==> src/rtl/div_pkg.sv <==
`default_nettype none
// ============================================================================
// Module      : div_pkg
// Description : Shared constants and types for the sequential 12-by-6
//               restoring divider: default operand widths, the controller
//               state encoding and the iteration counter width.
// Revision    : 1.0 - initial release
// ============================================================================
package div_pkg;

    // Default operand widths. The dividend width is also the quotient width.
    // The divisor width is also the remainder width.
    localparam int DEF_DIVIDEND_W = 12;
    localparam int DEF_DIVISOR_W  = 6;

    // The counter is loaded with DIVIDEND_W, so it needs room for that value.
    localparam int DEF_CNT_W = $clog2(DEF_DIVIDEND_W + 1);

    // Controller states.
    typedef enum logic [1:0] {
        ST_IDLE = 2'd0,
        ST_CALC = 2'd1,
        ST_DONE = 2'd2
    } div_state_t;

endpackage : div_pkg
`default_nettype wire

==> src/rtl/div_step.sv <==
`default_nettype none
// ============================================================================
// Module      : div_step
// Description : One combinational restoring-division step. The partial
//               remainder is shifted left and the next dividend bit is
//               brought in. The divisor is subtracted only when it fits.
// Ports       : r_i       - partial remainder (DIVISOR_W+1 bits)
//               q_msb_i   - dividend/quotient bit being shifted in
//               divisor_i - divisor
//               r_o       - next partial remainder
//               q_bit_o   - quotient bit produced by this step
// Revision    : 1.0 - initial release
// ============================================================================
module div_step #(
    parameter int DIVISOR_W = 6
) (
    input  logic [DIVISOR_W:0]   r_i,
    input  logic                 q_msb_i,
    input  logic [DIVISOR_W-1:0] divisor_i,
    output logic [DIVISOR_W:0]   r_o,
    output logic                 q_bit_o
);

    localparam int RW = DIVISOR_W + 1;

    logic [RW:0] w_shift;
    logic        w_ge;

    // The full partial remainder feeds the shift. Its top bit is always zero
    // after a restoring step. It is kept in the compare anyway, so that the
    // compare stays exact.
    assign w_shift = {r_i, q_msb_i};
    assign w_ge    = (w_shift >= {2'b00, divisor_i});
    assign r_o     = w_ge ? RW'(w_shift - {2'b00, divisor_i}) : w_shift[RW-1:0];
    assign q_bit_o = w_ge;

endmodule : div_step
`default_nettype wire

==> src/rtl/div_12by6_seq.sv <==
`default_nettype none
// ============================================================================
// Module      : div_12by6_seq
// Description : Sequential unsigned restoring divider. It takes one
//               DIVIDEND_W-bit by DIVISOR_W-bit division at a time, with a
//               valid/ready handshake on input and on output. A nonzero
//               divisor takes DIVIDEND_W cycles from accept to out_valid. A
//               zero divisor finishes in one cycle and flags div_by_zero.
// Ports       : clk, rst              - clock, synchronous active-high reset
//               in_valid/in_ready     - operand handshake (ready only in IDLE)
//               dividend, divisor     - unsigned operands
//               out_valid/out_ready   - result handshake (valid only in DONE)
//               quotient, remainder   - unsigned results
//               div_by_zero           - result came from a zero divisor
// Revision    : 1.0 - initial release
// ============================================================================
module div_12by6_seq
    import div_pkg::*;
#(
    parameter int DIVIDEND_W = DEF_DIVIDEND_W,
    parameter int DIVISOR_W  = DEF_DIVISOR_W
) (
    input  logic                  clk,
    input  logic                  rst,
    input  logic                  in_valid,
    output logic                  in_ready,
    input  logic [DIVIDEND_W-1:0] dividend,
    input  logic [DIVISOR_W-1:0]  divisor,
    output logic                  out_valid,
    input  logic                  out_ready,
    output logic [DIVIDEND_W-1:0] quotient,
    output logic [DIVISOR_W-1:0]  remainder,
    output logic                  div_by_zero
);

    localparam int CNT_W = $clog2(DIVIDEND_W + 1);

    // Reject an illegal width combination when the design is elaborated.
    generate
        if (DIVISOR_W > DIVIDEND_W) begin : g_bad_widths
            $error("div_12by6_seq: DIVISOR_W must not exceed DIVIDEND_W");
        end
    endgenerate

    div_state_t             state_q, state_d;
    logic [CNT_W-1:0]       cnt_q, cnt_d;
    logic [DIVIDEND_W-1:0]  quot_q, quot_d;   // dividend in, quotient out
    logic [DIVISOR_W:0]     rem_q, rem_d;     // one extra bit for the compare
    logic [DIVISOR_W-1:0]   dsr_q, dsr_d;
    logic                   dbz_q, dbz_d;

    logic [DIVISOR_W:0]     w_step_r;
    logic                   w_step_qbit;

    div_step #(
        .DIVISOR_W (DIVISOR_W)
    ) u_step (
        .r_i       (rem_q),
        .q_msb_i   (quot_q[DIVIDEND_W-1]),
        .divisor_i (dsr_q),
        .r_o       (w_step_r),
        .q_bit_o   (w_step_qbit)
    );

    always_comb begin
        state_d = state_q;
        cnt_d   = cnt_q;
        quot_d  = quot_q;
        rem_d   = rem_q;
        dsr_d   = dsr_q;
        dbz_d   = dbz_q;

        case (state_q)
            ST_IDLE: begin
                // in_ready is high throughout IDLE, so in_valid alone accepts.
                if (in_valid) begin
                    quot_d = dividend;
                    dsr_d  = divisor;
                    rem_d  = '0;
                    if (divisor == '0) begin
                        state_d = ST_DONE;
                        quot_d  = '1;
                        dbz_d   = 1'b1;
                        cnt_d   = '0;
                    end else begin
                        state_d = ST_CALC;
                        cnt_d   = CNT_W'(DIVIDEND_W);
                        dbz_d   = 1'b0;
                    end
                end
            end
            ST_CALC: begin
                // The quotient register shifts left. Each dividend bit leaves
                // at the top and a quotient bit enters at the bottom.
                rem_d  = w_step_r;
                quot_d = {quot_q[DIVIDEND_W-2:0], w_step_qbit};
                cnt_d  = cnt_q - CNT_W'(1);
                if (cnt_q == CNT_W'(1)) begin
                    state_d = ST_DONE;
                end
            end
            ST_DONE: begin
                if (out_ready) begin
                    state_d = ST_IDLE;
                end
            end
            default: begin
                state_d = ST_IDLE;
            end
        endcase
    end

    always_ff @(posedge clk) begin
        if (rst) begin
            state_q <= ST_IDLE;
            cnt_q   <= '0;
            quot_q  <= '0;
            rem_q   <= '0;
            dsr_q   <= '0;
            dbz_q   <= 1'b0;
        end else begin
            state_q <= state_d;
            cnt_q   <= cnt_d;
            quot_q  <= quot_d;
            rem_q   <= rem_d;
            dsr_q   <= dsr_d;
            dbz_q   <= dbz_d;
        end
    end

    // The handshake outputs decode only the registered state.
    assign in_ready    = (state_q == ST_IDLE);
    assign out_valid   = (state_q == ST_DONE);
    assign quotient    = quot_q;
    assign remainder   = rem_q[DIVISOR_W-1:0];
    assign div_by_zero = dbz_q;

endmodule : div_12by6_seq
`default_nettype wire

==> config.mk <==
export PLATFORM = sky130hd
export DESIGN_NAME = div_12by6_seq
export DESIGN_NICKNAME = d
export VERILOG_FILES = /design/src/rtl/div_pkg.sv /design/src/rtl/div_step.sv /design/src/rtl/div_12by6_seq.sv
export SDC_FILE = /design/constraint.sdc
export NUM_CORES = 1
export LEC_CHECK = 0
export CORE_MARGIN = 2
export CORE_UTILIZATION = 44
export CTS_BUF_LIST = sky130_fd_sc_hd__clkbuf_16
export DETAILED_ROUTE_END_ITERATION = 8
export PLACE_DENSITY = 0.81
export SLEW_MARGIN = 5
export SYNTH_ARGS = -nofsm -noshare
export SYNTH_HDL_FRONTEND = slang
export SYNTH_SLANG_ARGS = --single-unit
==> constraint.sdc <==
create_clock -name clk -period 2.1 [get_ports clk]
set_input_delay 0.42 -clock clk [delete_from_list [all_inputs] [get_ports clk]]
set_output_delay 0.42 -clock clk [all_outputs]
set_load 0.01 [all_outputs]
==> results.yml <==
clocking:
  clock_tree.buffer_depth: 2
  numCtsBuffers: 5
  root_buffer_master: "sky130_fd_sc_hd__clkbuf_16"
  clk-insertion-delay-late_ns: 0.27
  clk_pin_slew_worst_paths_ns: 0.05
  ctsHoldBuffers: 0
  cts.htree.levels: 2
  clock-sinks: 32
  tritoncts: "done"
logic_synthesis:
  synthCells: 220
  ys_ff_latch: 32
  netlist.top_cell.by_area: "sky130_fd_sc_hd__dfxtp_1"
  seq_area_frac_synth_pct: 37.7
  syn_area_per_cell_sq_um: 7.73
  yosysWarnings: 0
  netlist.area_leader.share_pct: 37.7
  syn-num-nets: 251
  mappedNetlistArea_sq_mm: 0.00170
  netlist_top_cells_area: "sky130_fd_sc_hd__dfxtp_1 38%, sky130_fd_sc_hd__nor2_1 11%, sky130_fd_sc_hd__ha_1 5.9%, sky130_fd_sc_hd__nand2_1 4.9%, sky130_fd_sc_hd__a21oi_1 4.4%"
  ys_types: 35
critical_path:
  worst_setup_path_start_kind: "flop"
  reg2reg_slack_ns: -0.03
  critical_path.startpoint: "quotient[11]"
  cp_slowest_cell: "sky130_fd_sc_hd__fa_2"
  critical_path.reg2reg.endpoint: "rem_q[1]"
  timing_worst_setup_path_type: "flop to flop"
  worst_setup_path_end: "rem_q[1]"
  cp_common_cell: "sky130_fd_sc_hd__inv_2"
  worstPathMaxFanout: 4
  critPathArrivalTime_ns: 2.30
  endpoint_kind: "flop"
  worstPathCellList: "inv_2, ha_4, inv_2, fa_2, a21oi_4, o22ai_4, nor4b_4, buf_4, mux2i_1, o21ai_1"
  critical_path.max_stage_delay_ns: 0.39
  worstReg2RegStart: "quotient[11]"
  worstRegToRegCells: 10
  critPathRequiredTime_ns: 2.26
routing:
  routed_wirelength_um: 4170
  drt-vias-per-instance: 5.18
  vias: 1646
  postRouteAntennaNets: 0
  drc: 0
  drt-initial-drc-count: 42
  routed_wire_per_std_cell_um: 13.1
  detailedRoute.firstPassIterationCount: 4
sta:
  setup_ws_ns: -0.0350
  period_minus_slack_ns: 2.13
  final_max_slew_viol_count: 0
  fin_crit_sh_pct: 102
  slew-limit-headroom_pct: 67.9
  setup_repair_after_global_routing_missed_its_margin: "yes"
  highest_attainable_clock_frequency_mhz: 468
  final-hold-violation-count: 0
  max_clock_skew_ns: 0.00266
  finalSetupViolCount: 5
  tightestPinTransition_ns: 0.480
final_layout:
  instances_no_fill: 318
  nets: 300
  most-common-layout-cells: "51 x sky130_fd_sc_hd__nor2_1, 42 x sky130_fd_sc_hd__clkdlybuf4s50_1, 30 x sky130_fd_sc_hd__dfxtp_1, 22 x sky130_fd_sc_hd__nand2_1"
  antenna-diode-count: 0
  area.growth.synth_to_final_pct: 41.0
  postLayoutCellArea_sq_mm: 0.00240
  final_layout_size_suffix_gt1_share_pct: 13.0
  mostFrequentLayoutCell: "sky130_fd_sc_hd__nor2_1"
  final.fill_count: 335
job:
  max_capacitance_violation_count: 0
grt:
  grt_first_pass_wirelength_um: 7030
  grt_antenna_before_repair: 0
  via_count_of_the_first_global_routing_pass: 1578
  global_route.overflow_total: 0
  grt_start_max_net_pins: 19
  grt.total_usage_pct: 21.3
placed_design:
  cell_count_after_placement: 304
  port_buffers: 42
  detailed_place_hpwl_um: 3020
  globalplace.congestion: 0.792
  placement.cell_area_sq_mm: 0.00220
power_and_ir_drop:
  ir_worst_vdd_mv: 0.480
  cellPowerDensity_mw_per_mm2: 881
  leakage_uw: 0.000986
floorplanning:
  floorplan.io_pins: 43
  die_width_um: 66.2
  dieHeight_um: 66.2
  floorplan.initialDensity_pct: 46.1
  core_sq_mm: 0.00369
  core.rowCount: 22
  dieArea_sq_mm: 0.00438
worst_hold_path:
  min_from: "dsr_q[4]"
  min_path_type: "flop to flop"
run_status:
  failed_checks: "negative setup slack"
  outcome: "finished, violations left"
per-stage QoR:
step	TNS, ns	power, uW	hold WS, ns	utilization, %	worst slack, ns
detailed placement	0	1370	0.449	59.6	0.0231
floorplan	0	1140	0.416	-	0.0200
global route	-0.707	2220	0.474	65.0	-0.146
CTS	0	2090	0.456	64.3	0.00720
finish	-0.123	2110	0.454	65.0	-0.0350
global placement	0	1350	0.429	59.6	0.0958
cell families after synthesis:
group	count (synthesis)	synth area share, %
AOI/OAI and AO/OA	42	15.7
xor gates and xnor gates	3	1.55
adders and majority gates	9	7.06
buffers and inverters	29	8.02
DFF	32	37.7
muxes	6	3.53
and+or+nand+nor	99	26.5
worst max-delay path, delay by kind of cell, from the launching register on:
family                   cells  cell delay (ns)
AO/OA/AOI/OAI                3             0.38
adder cells (fa/ha/maj)      2             0.52
buffers and inverters        3             0.31
flip-flops                   1             0.32
multiplexers                 1             0.19
AND/OR/NAND/NOR              1             0.31
state kept, by name, indices dropped and copies added (netlist names):
signal       count
quotient        12
state_q          2
div_by_zero      1
cnt_q            4
rem_q            7
dsr_q            6
power by group:
group | internal (uW) | switching [uW]
logic | 382 | 330
clock network | 426 | 254
registers | 667 | 53.8
total | 1470 | 637
Yosys cell counts:
library cell               number
sky130_fd_sc_hd__ha_1           8
sky130_fd_sc_hd__o21ai_0       11
sky130_fd_sc_hd__dfxtp_1       32
sky130_fd_sc_hd__a211oi_1       1
sky130_fd_sc_hd__or2_2          1
sky130_fd_sc_hd__a22o_1         1
sky130_fd_sc_hd__a32oi_1        1
sky130_fd_sc_hd__a311oi_1       2
sky130_fd_sc_hd__o31ai_1        1
sky130_fd_sc_hd__nand2_1       22
sky130_fd_sc_hd__nand2b_1       3
sky130_fd_sc_hd__nor2_1        51
sky130_fd_sc_hd__o21ba_2        1
sky130_fd_sc_hd__xor2_1         2
sky130_fd_sc_hd__mux2i_1        6
sky130_fd_sc_hd__a21oi_2        2
sky130_fd_sc_hd__inv_1         13
sky130_fd_sc_hd__o22ai_2        1
sky130_fd_sc_hd__nor3_1         2
sky130_fd_sc_hd__nor4b_4        1
sky130_fd_sc_hd__a211o_2        1
sky130_fd_sc_hd__nand3_1        3
sky130_fd_sc_hd__buf_2          1
sky130_fd_sc_hd__clkbuf_1       8
sky130_fd_sc_hd__a22oi_1        3
sky130_fd_sc_hd__nor2b_1        2
sky130_fd_sc_hd__buf_4          7
sky130_fd_sc_hd__a21oi_1       15
sky130_fd_sc_hd__a31oi_1        1
sky130_fd_sc_hd__nor3b_1        2
sky130_fd_sc_hd__and2_1         1
sky130_fd_sc_hd__fa_1           1
sky130_fd_sc_hd__o21bai_1       1
sky130_fd_sc_hd__xnor2_1        1
sky130_fd_sc_hd__nor4_1        11
worst min path at each step:
stage               depth (start not counted)  slack [ns]        to
floorplan                                   2        0.42  rem_q[6]
global placement                            2        0.43  rem_q[6]
detailed placement                          2        0.45  dsr_q[2]
CTS                                         2        0.46  dsr_q[2]
global route                                2        0.47  dsr_q[2]
finish                                      2        0.45  dsr_q[4]
metal layers:
metal	up-vias	routed length (um)	global-route usage (%)
li1	838	-	-
met1	769	1730	23.4
met2	37	2210	38.6
met3	2	200	5.96
met4	0	23	7.91
met5	-	0	0
what timing repair did:
| item | in CTS | in global routing |
|---|---|---|
| setup buffers | 5 | 1 |
| setup endpoints to repair | 5 | 7 |
| cloned | 0 | 0 |
| pin swaps | 4 | 7 |
| gates resized for setup | 0 | 6 |
cell type report:
class | count | area [sq um] | share of cell area (%)
multi-input combinational | 159 | 956 | 39.9
sequential | 32 | 643 | 26.8
timing repair buffer | 58 | 553 | 23.1
clock buffer | 5 | 125 | 5.22
tap | 48 | 60.1 | 2.51
inverter | 13 | 48.8 | 2.04
clock inverter | 3 | 11.3 | 0.470
Note: power is estimated with default switching activity, not from simulation.
